===== src/rtl/capture_buffer.sv =====
// Capture buffer for the logic analyzer: circular pre/post-trigger sample store with valid/ready readout.
// Optional build macro SAMPLE_DIV_EN adds an 8-bit sample_div port that slows the write strobe.
module capture_buffer #(
  parameter int WIDTH    = 4,
  parameter int DEPTH    = 16,
  parameter int PRE_TRIG = 4
) (
  input  logic             clk,
  input  logic             rst,
  input  logic             arm,
  input  logic             trig,
  input  logic [WIDTH-1:0] in_data,
  output logic             rd_valid,
  input  logic             rd_ready,
  output logic [WIDTH-1:0] rd_data,
  output logic             rd_last,
  output logic             busy,
  output logic             done
`ifdef SAMPLE_DIV_EN
  ,
  input  logic [7:0]       sample_div
`endif
);

  localparam int CW = $clog2(DEPTH);
  localparam int POST_LEN = DEPTH - PRE_TRIG;

  localparam logic [CW-1:0] PRE_FULL  = CW'(PRE_TRIG);
  localparam logic [CW-1:0] POST_END  = CW'(POST_LEN - 1);
  localparam logic [CW-1:0] LAST_BEAT = CW'(DEPTH - 1);
  localparam logic [CW-1:0] PRE_LAST  = CW'(DEPTH - 2);

  typedef enum logic [1:0] {
    IDLE,
    FILL,
    POST,
    READ
  } state_t;

  state_t        state;
  logic [CW-1:0] wr_ptr;
  logic [CW-1:0] rd_ptr;
  logic [CW-1:0] pre_cnt;
  logic [CW-1:0] post_cnt;
  logic [CW-1:0] beat_cnt;
  logic          s;
  logic          capturing;
  logic          wr_en;

  logic [WIDTH-1:0] mem [DEPTH];

  assign capturing = (state == FILL) || (state == POST);
  assign wr_en     = arm && s && capturing;

  // ---------------------------------------------------------------------------
  // Sample strobe
  // ---------------------------------------------------------------------------
`ifdef SAMPLE_DIV_EN
  logic [7:0] div_cnt;
  logic [7:0] div_max;

  // The divisor is latched at arm time so a mid-capture change cannot skew the window.
  always_ff @(posedge clk or posedge rst) begin
    if (rst) begin
      div_cnt <= '0;
      div_max <= '0;
    end else if (!arm) begin
      div_cnt <= '0;
    end else if (state == IDLE) begin
      div_cnt <= '0;
      div_max <= sample_div;
    end else if (capturing) begin
      div_cnt <= (div_cnt == div_max) ? 8'd0 : div_cnt + 8'd1;
    end
  end

  assign s = (div_cnt == 8'd0);
`else
  assign s = 1'b1;
`endif

  // ---------------------------------------------------------------------------
  // Sample storage
  // ---------------------------------------------------------------------------
  // NOTE: the sample array has no reset; its contents are only ever read after a
  // full window has been written, and a reset would turn it into flops.
  always_ff @(posedge clk) begin
    if (wr_en) begin
      mem[wr_ptr] <= in_data;
    end
  end

  // Gated so every output reads 0 out of reset and between captures.
  assign rd_data = rd_valid ? mem[rd_ptr] : '0;

  // ---------------------------------------------------------------------------
  // Control FSM with registered status outputs
  // ---------------------------------------------------------------------------
  // NOTE: all state and status registers use non-blocking assignments so every
  // branch below sees the pre-edge values of the counters it compares against.
  always_ff @(posedge clk or posedge rst) begin
    if (rst) begin
      state    <= IDLE;
      wr_ptr   <= '0;
      rd_ptr   <= '0;
      pre_cnt  <= '0;
      post_cnt <= '0;
      beat_cnt <= '0;
      busy     <= 1'b0;
      done     <= 1'b0;
      rd_valid <= 1'b0;
      rd_last  <= 1'b0;
    end else if (!arm) begin
      // Abort outranks trigger and handshake; the partial capture is dropped.
      state    <= IDLE;
      wr_ptr   <= '0;
      rd_ptr   <= '0;
      pre_cnt  <= '0;
      post_cnt <= '0;
      beat_cnt <= '0;
      busy     <= 1'b0;
      done     <= 1'b0;
      rd_valid <= 1'b0;
      rd_last  <= 1'b0;
    end else begin
      case (state)
        IDLE: begin
          state   <= FILL;
          wr_ptr  <= '0;
          pre_cnt <= '0;
          busy    <= 1'b1;
        end

        FILL: begin
          if (s) begin
            wr_ptr <= wr_ptr + 1'b1;
            if (trig && (pre_cnt == PRE_FULL)) begin
              post_cnt <= CW'(1);
              if (POST_LEN == 1) begin
                // The trigger sample alone completes the window.
                state    <= READ;
                rd_ptr   <= wr_ptr + 1'b1;
                beat_cnt <= '0;
                busy     <= 1'b0;
                done     <= 1'b1;
                rd_valid <= 1'b1;
                rd_last  <= 1'b0;
              end else begin
                state <= POST;
              end
            end else if (pre_cnt != PRE_FULL) begin
              pre_cnt <= pre_cnt + 1'b1;
            end
          end
        end

        POST: begin
          if (s) begin
            wr_ptr   <= wr_ptr + 1'b1;
            post_cnt <= post_cnt + 1'b1;
            if (post_cnt == POST_END) begin
              // Oldest sample of the window sits just past the final write.
              state    <= READ;
              rd_ptr   <= wr_ptr + 1'b1;
              beat_cnt <= '0;
              busy     <= 1'b0;
              done     <= 1'b1;
              rd_valid <= 1'b1;
              rd_last  <= 1'b0;
            end
          end
        end

        READ: begin
          if (rd_ready) begin
            rd_ptr   <= rd_ptr + 1'b1;
            beat_cnt <= beat_cnt + 1'b1;
            rd_last  <= (beat_cnt == PRE_LAST);
            if (beat_cnt == LAST_BEAT) begin
              state    <= IDLE;
              beat_cnt <= '0;
              post_cnt <= '0;
              done     <= 1'b0;
              rd_valid <= 1'b0;
              rd_last  <= 1'b0;
            end
          end
        end

        default: begin
          state <= IDLE;
          busy  <= 1'b0;
          done  <= 1'b0;
        end
      endcase
    end
  end

endmodule


===== config.mk =====
export PLATFORM = sky130hd
export DESIGN_NAME = capture_buffer
export DESIGN_NICKNAME = d
export VERILOG_FILES = /design/src/rtl/capture_buffer.sv
export SDC_FILE = /design/constraint.sdc
export NUM_CORES = 1
export LEC_CHECK = 0
export ABC_CLOCK_PERIOD_IN_PS = 2000
export BUFFER_PORTS_ARGS = -buffer_cell sky130_fd_sc_hd__buf_2
export CORE_UTILIZATION = 50
export DETAILED_ROUTE_END_ITERATION = 8
export GPL_ROUTABILITY_DRIVEN = 0
export GPL_TIMING_DRIVEN = 0
export PLACE_DENSITY = 0.73
export SETUP_SLACK_MARGIN = 0.05
export SLEW_MARGIN = 25
export SYNTH_ARGS = -nofsm -noshare
export SYNTH_HDL_FRONTEND = slang
export SYNTH_SLANG_ARGS = --single-unit

===== constraint.sdc =====
create_clock -name clk -period 2 [get_ports clk]
set_clock_uncertainty 0.15 [all_clocks]
set_input_delay 0.2 -clock clk [delete_from_list [all_inputs] [get_ports clk]]
set_output_delay 0.2 -clock clk [all_outputs]
set_load 0.1 [all_outputs]

==> impl_metrics.toml <==
[critical_path]
crit_path_start_kind = "flip-flop"
worst-setup-path-type = "flip-flop to output port"
critical_path.endpoint_type = "output port"
critical_path_arrival_ps = 2070
reg2reg_setup_slack_ps = 90
cp_required_ps = 1650
critPathMaxFanout = 4

[global_route]
grtUsageTotal_pct = 20.7
antenna_found_initial = 0
grt_max_degree = 26
grt_first_pass_wirelength_mm = 13.4
grt-ovfl-total = 0
vias_in_the_first_global_route = 2597

[route]
detail-route-antenna-nets = 0
drtIter0Drc = 156
drt-total-wl_mm = 8.25
drc = 0
drt-vias-per-instance = 5.72
via_count = 2679
first_pass_iters = 5
avgRoutedWirePerCell_microns = 17.6

[power_and_ir_drop]
clock_power_share_pct = 19.6
irDropWorstVdd_mv = 0.608
comb_power_share_pct = 44.8
powerDensity_nw_per_um2 = 1310
report.power.total_mw = 6.44
p_int_mw = 3.85
power_switching_mw = 2.60
seq_power_share_pct = 35.6
netSwitchingFraction_pct = 40.3
p_leak_nw = 1.86

[sta]
final.hold.worst_slack_ps = 70.4
max-slew-margin-rel_pct = 38.7
timing.final.setup_violations = 4
postLayoutSetupSlackWorst_ps = -425
grt_setup_unrepaired = "yes"
finalMaxSlewViolations = 0
worst_pin_slew_ps = 914
fmaxAchievable_ghz = 0.412
min_period_over_period_pct = 121
hold_violations = 0
finalWorstPathRequiredPeriod_ps = 2420

[clocking]
worst_case_clock_buffer_depth = 2
cts-htree-levels = 3
tritoncts_clock_tree = "done"
cts.sinks = 89
clk-insertion-delay-late_ps = 360
cts_root_buf = "sky130_fd_sc_hd__clkbuf_8"
clk_pin_slew_worst_paths_ps = 90
cts_bufs_inserted = 9

[synthesis]
synth.yosys.seq_area_share_pct = 60.0
synth-edff-count = 64
synth_area_per_cell_sq_um = 13.0
flop_and_latch_count_out_of_synthesis = 89
synth_nets = 351
yosys_most_used_dff = "sky130_fd_sc_hd__edfxtp_1"
asyncSetResetFlopFracSynth_pct = 28.1
synth_cell_type_count = 48
yosysWarningCount = 0
synthCells = 327
syn_area_sq_um = 4240

[die]
total_die_area_sq_um = 8860
num_io_pins = 17
floorplan.rows = 33
height_of_the_chip_microns = 94.1
die_w_microns = 94.1
core_area_sq_um = 8220
initial_core_util_pct = 51.6

[final_layout]
num-nets-final = 382
final_design_area_no_fill_sq_um = 4910
fillCellCount = 628
synthToLayoutAreaGrowth_pct = 15.8
layout.cells.most_common = "sky130_fd_sc_hd__edfxtp_1"
final_layout_size_suffix_gt1_share_pct = 25.6
layout.cells.most_common_list = "sky130_fd_sc_hd__edfxtp_1 (64), sky130_fd_sc_hd__mux2i_1 (29), sky130_fd_sc_hd__dfrtp_1 (24), sky130_fd_sc_hd__o21ai_0 (21), sky130_fd_sc_hd__nand2_1 (20)"
insertedDiodeCount = 0

[status]
run_status = "finished, violations left"
failed_checks = "negative setup slack"

[placement]
place.port_buffers = 15
dpl_cell_area_sq_um = 4480
place.detailed.hpwl_mm = 5.54

[worst_hold_path]
min_path_type = "primary input to flip-flop"

[flow_run]
cap_violations = 0
synth_stat cells, types with 2 or more instances:
| master | count | area [sq um] |
|---|---|---|
| sky130_fd_sc_hd__o21a_1 | 2 | 15.0 |
| sky130_fd_sc_hd__nor2b_1 | 10 | 62.6 |
| sky130_fd_sc_hd__mux2_2 | 2 | 22.5 |
| sky130_fd_sc_hd__a22oi_1 | 12 | 90.1 |
| sky130_fd_sc_hd__nor3_1 | 5 | 25.0 |
| sky130_fd_sc_hd__buf_2 | 6 | 30.0 |
| sky130_fd_sc_hd__nand4_1 | 2 | 12.5 |
| sky130_fd_sc_hd__nand3b_1 | 2 | 15.0 |
| sky130_fd_sc_hd__o211ai_1 | 4 | 30.0 |
| sky130_fd_sc_hd__buf_4 | 2 | 15.0 |
| sky130_fd_sc_hd__or3_1 | 2 | 12.5 |
| sky130_fd_sc_hd__nand2_1 | 22 | 82.6 |
| sky130_fd_sc_hd__a21oi_1 | 3 | 15.0 |
| sky130_fd_sc_hd__ha_1 | 15 | 188 |
| sky130_fd_sc_hd__edfxtp_1 | 64 | 1920 |
| sky130_fd_sc_hd__mux2i_1 | 30 | 300 |
| sky130_fd_sc_hd__clkbuf_1 | 2 | 7.51 |
| sky130_fd_sc_hd__nor3b_1 | 2 | 15.0 |
| sky130_fd_sc_hd__nand3_1 | 11 | 55.1 |
| sky130_fd_sc_hd__nor2_1 | 12 | 45.0 |
| sky130_fd_sc_hd__dfrtp_1 | 25 | 626 |
| sky130_fd_sc_hd__o21ai_0 | 26 | 130 |
| sky130_fd_sc_hd__buf_6 | 3 | 33.8 |
| sky130_fd_sc_hd__o31ai_1 | 4 | 30.0 |
| sky130_fd_sc_hd__mux4_1 | 2 | 52.6 |
| sky130_fd_sc_hd__mux4_2 | 2 | 45.0 |
| sky130_fd_sc_hd__buf_1 | 2 | 7.51 |
| sky130_fd_sc_hd__a32oi_1 | 2 | 17.5 |
| sky130_fd_sc_hd__a22o_1 | 2 | 17.5 |
| sky130_fd_sc_hd__inv_1 | 11 | 41.3 |
| sky130_fd_sc_hd__and2_1 | 21 | 131 |
stage by stage:
step	cells	util, %	setup WS, ps	TNS, ps
2_1_floorplan	327	-	-871	-1710
3_3_place_gp	447	54.6	-262	-7140
3_5_place_dp	447	54.6	-310	-9260
4_1_cts	467	58.8	-440	-1650
5_1_grt	468	59.8	-505	-1930
6_report	468	59.8	-425	-1570
flip-flops by register name (all words and copies together), names as in the netlist:
| register | count |
|---|---|
| done | 1 |
| beat_cnt | 4 |
| state | 2 |
| mem | 64 |
| rd_ptr | 4 |
| wr_ptr | 4 |
| pre_cnt | 4 |
| busy | 1 |
| rd_last | 1 |
| post_cnt | 4 |
critical path, cell delays in order (launching register included):
cell and delay [ps]:
sky130_fd_sc_hd__dfrtp_1 380, sky130_fd_sc_hd__buf_6 140, sky130_fd_sc_hd__mux4_2 510, sky130_fd_sc_hd__o21a_1 190, sky130_fd_sc_hd__a31oi_1 130, sky130_fd_sc_hd__o211ai_1 140
sky130_fd_sc_hd__buf_6 220
cell families after synthesis:
logic type	Yosys count	synth area share, %
and+or+nand+nor	97	12.3
AOI/OAI and AO/OA	63	9.94
muxes	36	9.91
buffers and inverters	26	3.18
adders and majority gates	15	4.42
xor gates and xnor gates	1	0.206
DFF	89	60.0
power groups by stage:
stage                     Clock, mW  Sequential (mW)  Combinational (mW)
after CTS                      1.28             2.29                2.72
after floorplan                   0             2.43                1.84
after global placement            0             2.33                2.38
after global routing           1.35             2.33                3.11
after detailed placement          0             2.34                2.42
final                          1.26             2.30                2.88
final cells by class:
class	instances	area (sq um)	share of cell area [%]
buffer	14	123	2.49
clock buffer	10	128	2.60
clock inverter	6	76.3	1.55
inverter	11	41.3	0.840
multi-input combinational	212	1690	34.4
sequential	89	2550	51.9
tap	105	131	2.67
timing repair buffer	21	174	3.54
worst paths after layout:
kind / startpoint / to / cells after the start
setup / recovery: rd_ptr[0] / rd_data[0] / 6
setup reg to reg: state[0] / mem[10][3] / 6
min in group asynchronous: rst / rd_last / 3
hold reg to reg: rd_last / rd_last / 2
max in group asynchronous: rst / done / 3
hold / removal: in_data[3] / mem[2][3] / 1
what timing repair did:
action,in CTS,in global routing
pin swaps,9,9
hold endpoints to repair,25,0
resized for setup,42,28
setup buffers,3,2
cloned,0,0
hold buffers,1,0
setup endpoints to repair,70,81
layer usage:
layer,global-route usage [%],vias up,part of all wire [%]
met5,0,-,0
met4,9.49,0,2.1
met3,3.48,15,3.9
met2,31.0,64,48
met1,29.4,1317,46
li1,-,1283,-
Note: power is estimated with default switching activity, not from simulation.
